--- config.mk ---
export PLATFORM = sky130hd
export DESIGN_NAME = mult_digit_serial
export DESIGN_NICKNAME = d
export VERILOG_FILES = /design/src/rtl/mult_seq_pkg.sv /design/src/rtl/mult2.sv /design/src/rtl/mult_digit_serial.sv
export SDC_FILE = /design/constraint.sdc
export NUM_CORES = 1
export LEC_CHECK = 0
export ABC_AREA = 1
export CORE_MARGIN = 2
export CORE_UTILIZATION = 46
export CTS_CLUSTER_SIZE = 12
export DETAILED_ROUTE_END_ITERATION = 8
export GPL_TIMING_DRIVEN = 0
export PLACE_DENSITY = 0.69
export SYNTH_ARGS = -nofsm -noshare
export SYNTH_HDL_FRONTEND = slang
export SYNTH_HIERARCHICAL = 1
export SYNTH_SLANG_ARGS = --single-unit
--- constraint.sdc ---
create_clock -name clk -period 2.84 [get_ports clk]
set_clock_uncertainty 0.1 [all_clocks]
set_input_delay 0.568 -clock clk [delete_from_list [all_inputs] [get_ports clk]]
set_output_delay 0.568 -clock clk [all_outputs]
set_load 0.01 [all_outputs]
--- src/rtl/mult_seq_pkg.sv ---
// Shared definitions for the digit-serial multiplier: FSM states and
// the digit and partial-product widths of the 2x2 multiplier cell.
package mult_seq_pkg;

    typedef enum logic [1:0] {
        IDLE = 2'd0,
        RUN  = 2'd1,
        DONE = 2'd2
    } state_t;

    localparam int DIGIT_W = 2;
    localparam int PP_W    = 4;

endpackage

--- src/rtl/mult2.sv ---
// 2x2 unsigned combinational multiplier cell. It yields a full 4-bit
// product (max 3*3 = 9), so nothing is truncated.
module mult2
    import mult_seq_pkg::*;
(
    input  logic [DIGIT_W-1:0] x,
    input  logic [DIGIT_W-1:0] y,
    output logic [PP_W-1:0]    pp
);

    // Zero-extend both digits so the product is formed at full width.
    always_comb begin
        pp = {{(PP_W-DIGIT_W){1'b0}}, x} * {{(PP_W-DIGIT_W){1'b0}}, y};
    end

endmodule

--- src/rtl/mult_digit_serial.sv ---
// W x W unsigned multiplier that reuses one 2x2 cell over all D*D digit
// pairs. The inner index j walks the b digits and the outer index i walks
// the a digits. Each RUN cycle adds one shifted partial product to acc.
//
// Handshake rules:
//   - A transfer happens on a rising edge where valid and ready are both high.
//   - valid, once raised, holds with stable data until that transfer.
//   - ready is decoded from registered state only, never from inputs.
module mult_digit_serial
    import mult_seq_pkg::*;
#(
    parameter int W = 8
) (
    input  logic           clk,
    input  logic           rst_n,
    input  logic           in_valid,
    output logic           in_ready,
    input  logic [W-1:0]   a,
    input  logic [W-1:0]   b,
    output logic           out_valid,
    input  logic           out_ready,
    output logic [2*W-1:0] p,
    output logic           busy
);

    localparam int D  = W / 2;
    localparam int IW = (D > 1) ? $clog2(D) : 1;
    localparam logic [IW-1:0] LAST = IW'(D - 1);

    state_t           state;
    logic [W-1:0]     a_q;
    logic [W-1:0]     b_q;
    logic [2*W-1:0]   acc;
    logic [IW-1:0]    i;
    logic [IW-1:0]    j;

    logic [W-1:0]       a_sh;
    logic [W-1:0]       b_sh;
    logic [DIGIT_W-1:0] a_dig;
    logic [DIGIT_W-1:0] b_dig;
    logic [PP_W-1:0]    pp;
    logic [IW:0]        ij;
    logic [2*W-1:0]     pp_sh;

    // Digit muxes: shift the operand down by two bits per index and keep
    // the low digit. The shifter places pp at weight 4^(i+j). Its largest
    // shift is 2W-4, so the 4-bit pp always fits in 2W bits.
    always_comb begin
        a_sh  = a_q >> {i, 1'b0};
        b_sh  = b_q >> {j, 1'b0};
        a_dig = a_sh[DIGIT_W-1:0];
        b_dig = b_sh[DIGIT_W-1:0];
        ij    = {1'b0, i} + {1'b0, j};
        pp_sh = {{(2*W-PP_W){1'b0}}, pp} << {ij, 1'b0};
    end

    mult2 u_cell (
        .x  (a_dig),
        .y  (b_dig),
        .pp (pp)
    );

    // p is the accumulator itself. It stays frozen in DONE and after the
    // return to IDLE, until the next accept clears acc.
    assign p = acc;

    // Control FSM, operand registers, digit indices and accumulator.
    // in_ready, busy and out_valid are registered alongside the state.
    always_ff @(posedge clk or negedge rst_n) begin
        if (!rst_n) begin
            state     <= IDLE;
            a_q       <= '0;
            b_q       <= '0;
            acc       <= '0;
            i         <= '0;
            j         <= '0;
            in_ready  <= 1'b1;
            busy      <= 1'b0;
            out_valid <= 1'b0;
        end else begin
            case (state)
                IDLE: begin
                    if (in_valid && in_ready) begin
                        a_q      <= a;
                        b_q      <= b;
                        acc      <= '0;
                        i        <= '0;
                        j        <= '0;
                        state    <= RUN;
                        in_ready <= 1'b0;
                        busy     <= 1'b1;
                    end
                end
                RUN: begin
                    acc <= acc + pp_sh;
                    if (j == LAST) begin
                        j <= '0;
                        if (i == LAST) begin
                            state     <= DONE;
                            busy      <= 1'b0;
                            out_valid <= 1'b1;
                        end else begin
                            i <= i + 1'b1;
                        end
                    end else begin
                        j <= j + 1'b1;
                    end
                end
                DONE: begin
                    if (out_ready) begin
                        state     <= IDLE;
                        out_valid <= 1'b0;
                        in_ready  <= 1'b1;
                    end
                end
                default: begin
                    state     <= IDLE;
                    in_ready  <= 1'b1;
                    busy      <= 1'b0;
                    out_valid <= 1'b0;
                end
            endcase
        end
    end

endmodule

# [Word-level counts from Yosys, hierarchy flattened]
# Cells that the tools add are included.
# W data, S select, Z words.
[word_totals] word_cells=63 ram_bits=0 latchBits=0 romBits=0 register_bits=41 mem_count=0 out_inout_bits=19
[op_classes] n_shift=3 n_addsub=4 bitwise=3 div=0 magnitude_cmp=0 n_reduce_logical=10 mul=1 n_eq_ne=9 mux=24
[ops] cell="$pmux W16 S2" n=1
[ops] cell="$add A16 B16 Y16" n=1
[ops] cell="$mux W16" n=1
[ops] cell="$mux W2" n=8
[ops] cell="$reduce_and A4 Y1" n=4
[ops] cell="$shl A4 B4 Y16" n=1
[ops] cell="$shr A8 B3 Y2" n=2
[ops] cell="$ne A2 B2 Y1 const B" n=5
[ops] cell="$pmux W1 S3" n=3
[ops] cell="$mux W1" n=8
[ops] cell="$pmux W2 S2" n=2
[ops] cell="$eq A2 B2 Y1 const B" n=3
[ops] cell="$pmux W2 S3" n=1
[ops] cell="$add A2 B1 Y2 const B" n=2
[ops] cell="$mul A2 B2 Y4" n=1
[ops] cell="$reduce_and A2 Y1" n=2
[ops] cell="$add A2 B2 Y3" n=1
[ops] cell="$not A1 Y1" n=3
[ops] cell="$reduce_and A3 Y1" n=1
[ops] cell="$eq A2 B1 Y1 const B" n=1
[ops] cell="$logic_not A2 Y1" n=1
[ops] cell="$reduce_bool A2 Y1" n=1
[ops] cell="$logic_and A1 B1 Y1" n=1

# [Longest topological paths before layout]
[logic_depth] word_depth=5 depth_mapped=21 depth_no_buf=21

# [By module]
# The synthesis kept the hierarchy.
[by_module_without_submodules] mod="mult_digit_serial" seq_area_each_um2=1027.2 area_per_inst_um2=2869.0 cells_each=423 n_inst=1
[by_module_without_submodules] mod="mult2" seq_area_each_um2=0.0 area_per_inst_um2=55.1 cells_each=10 n_inst=1

# [Worst setup path before layout]
# No wires, ideal clock.
[synth_timing] path_type="register to register" startpoint="reg i[0]" endpoint="reg acc[12] (netlist: p[12])" arrival_ns=2.631 setup_ns=0.117 required_ns=2.623 path_stages_with_launch=18 path_slack_ns=-0.008 period_less_slack_ns=2.848 path_buffers=0 cell_sequence="dfrtp_1 -> ha_1 -> inv_1 -> fa_1 -> inv_1 -> nor3_1 -> inv_1 -> nor2_1 -> inv_1 -> fa_1 -> inv_1 -> nand3_1 -> nand3_1 -> nand3_1 -> nand3_1 -> nand2_1 -> nand3_1 -> nand2_1"
[synth_via] elab_chain_cells=5 word_cells_on_any_way=6 classes_between="add/sub (2); mul (1); shift (2); mux (1)"
[synth_rtl] element="from (decl)" line_no="mult_digit_serial.sv:34" text="logic [IW-1:0] i;"
[synth_rtl] element="from (signal assigned)" line_no="mult_digit_serial.sv:103" text="i <= i + 1'b1;"
[synth_rtl] element="$shr A8 B3 Y2" line_no="mult_digit_serial.sv:49" text="a_sh = a_q >> {i, 1'b0};"
[synth_rtl] element="$mul A2 B2 Y4" line_no="mult2.sv:13" text="pp = {{(PP_W-DIGIT_W){1'b0}}, x} * {{(PP_W-DIGIT_W){1'b0}}, y};"
[synth_rtl] element="$shl A4 B4 Y16 (*)" line_no="mult_digit_serial.sv:54" text="pp_sh = {{(2*W-PP_W){1'b0}}, pp} << {ij, 1'b0};"
[synth_rtl] element="$add A16 B16 Y16 (*)" line_no="mult_digit_serial.sv:95" text="acc <= acc + pp_sh;"
[synth_rtl] element="$pmux W16 S2 (*)" line_no="mult_digit_serial.sv:81" text="case (state)"
[synth_rtl] element="to (signal assigned)" line_no="mult_digit_serial.sv:95"
[synth_rtl] element="to (decl)" line_no="mult_digit_serial.sv:33" text="logic [2*W-1:0] acc;"
# Every way passes the cells marked *; elsewhere a longest branch is shown, timed or not.
# A chain may end at the register's enable or synchronous reset.

# [Final worst setup path]
[layout_timing] startpoint="reg j[0]" endpoint="reg acc[8] (netlist: p[8])"
[layout_via] elab_chain_cells=5 word_cells_on_any_way=6 classes_between="add/sub (2); mul (1); shift (2); mux (1)"
[layout_rtl] element="from (decl)" line_no="mult_digit_serial.sv:35" text="logic [IW-1:0] j;"
[layout_rtl] element="from (signal assigned)" line_no="mult_digit_serial.sv:106" text="j <= j + 1'b1;"
[layout_rtl] element="$shr A8 B3 Y2" line_no="mult_digit_serial.sv:50" text="b_sh = b_q >> {j, 1'b0};"
[layout_rtl] element="$mul A2 B2 Y4" line_no="mult2.sv:13"
[layout_rtl] element="$shl A4 B4 Y16 (*)" line_no="mult_digit_serial.sv:54"
[layout_rtl] element="$add A16 B16 Y16 (*)" line_no="mult_digit_serial.sv:95"
[layout_rtl] element="$pmux W16 S2 (*)" line_no="mult_digit_serial.sv:81"
# Marked as above.

==> load_flow_metrics.sql <==
INSERT INTO impl_metrics (metric_group, metric, value, unit) VALUES
('cts', 'clk_transition_reported_paths', '0.09', 'ns'),
('logic_synthesis', 'yosysWarnings', '6', ''),
('floorplanning', 'die_height', '83.7', 'µm'),
('logic_synthesis', 'yosys_register_bits', '41', ''),
('global_routing', 'pin_count_of_the_biggest_net_entering_global_routing', '27', ''),
('power', 'leakage', '2.01', 'nW'),
('cts', 'worst_skew_pair.late_latency', '0.30', 'ns'),
('placed_design', 'place_inst', '549', ''),
('worst_setup_path', 'category_of_cells_accounting_for_the_largest_share_of_critical_path_delay', 'adder cells', ''),
('run_status', 'failed_checks', 'setup timing', ''),
('routing', 'drtAntennaViolNets', '0', ''),
('cts', 'tritoncts', 'yes', ''),
('run', 'max_cap_violations', '0', ''),
('floorplanning', 'start_util', '46.9', '%'),
('floorplanning', 'std_cell_rows', '29', ''),
('placed_design', 'dpl.hpwl', '5280', 'µm'),
('cts', 'htreeDepth', '2', ''),
('cts', 'cts_buffer_depth', '2', ''),
('routing', 'vias', '2823', ''),
('worst_setup_path', 'worstSetupPathType', 'register to register', ''),
('hold_path', 'worst_hold_path_type', 'input port to asynchronous set/reset pin', ''),
('finish', 'final_common_cell', 'nand2_1', ''),
('finish', 'post_route_cells_drive_above_1_share', '19.6', '%'),
('floorplanning', 'coreArea', '6240', 'µm²'),
('worst_setup_path', 'worstReg2RegStart', 'j[0]$_DFFE_PN0P_', ''),
('worst_setup_path', 'worstPathCellList', 'ha_1 -> inv_1 -> fa_2 -> inv_4 -> nor3_2 -> inv_1 -> nor2_2 -> inv_1 -> fa_2 -> inv_1 -> nand3_1 -> nand3_2 -> nand2_1 -> nand3_1 -> nand2_1 -> nand2_1 -> o21ai_1', ''),
('worst_setup_path', 'reg2reg_capture_point', 'p[8]$_DFFE_PN0P_', ''),
('sta', 'timing.final.setup_violations', '12', ''),
('sta', 'period_needed', '3.04', 'ns'),
('logic_synthesis', 'post_synth_mux_area_share', '0.342', '%'),
('placed_design', 'gp_congestion', '0.853', ''),
('power', 'fin_total_pwr', '4.99', 'mW'),
('sta', 'tightest_slew', '0.400', 'ns'),
('worst_setup_path', 'critPathCaptureType', 'register', ''),
('cts', 'numClockSinks', '41', ''),
('finish', 'finish.net_count', '530', ''),
('logic_synthesis', 'dominant_combinational_cell_family_by_area_after_synthesis', 'simple AND/OR/NAND/NOR gates', ''),
('logic_synthesis', 'synth_cell_types', '33', ''),
('logic_synthesis', 'synth_adder_area_share', '9.93', '%'),
('logic_synthesis', 'syn_area', '2920', 'µm²'),
('finish', 'num_antenna_cells', '0', ''),
('run_status', 'run_status', 'finished with violations', ''),
('sta', 'timing_hold_violations_final', '0', ''),
('logic_synthesis', 'synth_compound_gate_area_share', '8.52', '%'),
('cts', 'clock_tree.root_cell', 'clkbuf_8', ''),
('worst_setup_path', 'cpMaxStageDelayCell', 'fa_2', ''),
('routing', 'number_of_detailed_route_iterations_in_the_first_pass', '5', ''),
('power', 'p_per_area', '1300', 'nW/µm²'),
('worst_setup_path', 'ff2ff_setup_slack', '-0.20', 'ns'),
('global_routing', 'grt_antenna_before_repair', '0', ''),
('worst_setup_path', 'arrival', '3.14', 'ns'),
('sta', 'timing.final.ws_setup', '-0.204', 'ns'),
('sta', 'grt_setup_unrepaired', 'yes', ''),
('routing', 'wire_per_inst', '12.4', 'µm'),
('worst_setup_path', 'worstPathBufferInverterCount', '5', ''),
('global_routing', 'wire_length_of_the_first_global_routing_pass', '11800', 'µm'),
('power', 'vdd_drop_max', '0.000588', 'V'),
('logic_synthesis', 'synthesis.area_per_instance', '6.75', 'µm²'),
('sta', 'max_freq', '0.329', 'GHz'),
('logic_synthesis', 'synth_cells', '433', ''),
('placed_design', 'pre_cts_ws', '-0.480', 'ns'),
('finish', 'area_delta_synth_final', '30.9', '%'),
('floorplanning', 'io_pins', '39', ''),
('routing', 'drc_errors', '0', ''),
('sta', 'fin_worst_hold_slack', '0.0757', 'ns'),
('sta', 'timing.final.crit_share', '107', '%'),
('sta', 'slew_headroom', '73.3', '%'),
('finish', 'post_layout_instance_count_excluding_filler_cells', '566', ''),
('worst_setup_path', 'startpoint_type', 'register', ''),
('worst_setup_path', 'critical_path_peak_fanout', '8', ''),
('routing', 'routed_via_density', '4.99', '');
[per-layer routing]
layer  track usage [%]  routed length, µm  vias up
li1                  -                  -     1476
met1              24.4               3190     1280
met2              37.3               3490       54
met3              3.76                213       13
met4              6.60                111        0
met5                 0                  0        -
[power by group]
part           leakage (nW)  switching [mW]  internal (mW)
sequential            0.498           0.250          0.890
combinational          1.46            1.95           1.40
clock                0.0543           0.234          0.263
total                  2.01            2.43           2.56
[timing repair]
action | in CTS | in global routing
setup buffers | 6 | 3
pin swaps | 28 | 17
resized for setup | 44 | 26
hold buffers | 0 | 0
endpoints found under the setup margin | 13 | 14
[layout make-up]
type                    count  area, µm²
clock buffers               5       68.8
flip-flops and latches     41       1030
fillers                   607       2410
multi-input cells         321       1820
well taps                  77       96.3
clock inverters             3       46.3
plain buffers               7       56.3
inverters                  64        248
repair buffers             48        463
[flip-flops by register name, indices dropped and copies added, names as in the netlist]
signal,count
state,2
j,2
a_q,8
in_ready,1
out_valid,1
b_q,8
busy,1
p,16
i,2
[worst max-delay path by stage]
stage               depth (start not counted)                end
floorplan                                  17  p[12]$_DFFE_PN0P_
global placement                           17  p[15]$_DFFE_PN0P_
detailed placement                         17  p[15]$_DFFE_PN0P_
CTS                                        21  p[13]$_DFFE_PN0P_
global route                               17   p[8]$_DFFE_PN0P_
finish                                     17   p[8]$_DFFE_PN0P_
[Yosys cell counts (all sizes together)]
master	count	share of area (%)
nand2	177	23
inv	64	8.3
dfrtp	40	34
nor2	35	4.7
nand3	25	4.3
o21ai	21	3.6
ha	20	8.6
a21oi	12	2.4
buf	7	1.9
nor3	7	1.2
o22ai	7	1.5
nand3b	4	1.0
a31oi	2	0.43
fa	2	1.4
or2	2	0.43
a22o	1	0.30
a22oi	1	0.26
and2	1	0.21
dfstp	1	0.90
mux2i	1	0.34
nand4	1	0.21
xnor2	1	0.30
xor2	1	0.30
[stage by stage]
step,cell area (µm²),utilization [%]
floorplan,2920,-
global placement,3400,54.5
detailed placement,3420,54.7
CTS,3700,59.4
global route,3830,61.3
finish,3830,61.3
[logic make-up after synthesis]
logic type                 after synthesis
and+or+nand+nor                        252
muxes                                    1
adders and majority gates               22
xor gates and xnor gates                 2
DFF                                     41
buffers and inverters                   71
AOI/OAI and AO/OA                       44
Note: power is estimated with default switching activity, not from simulation.
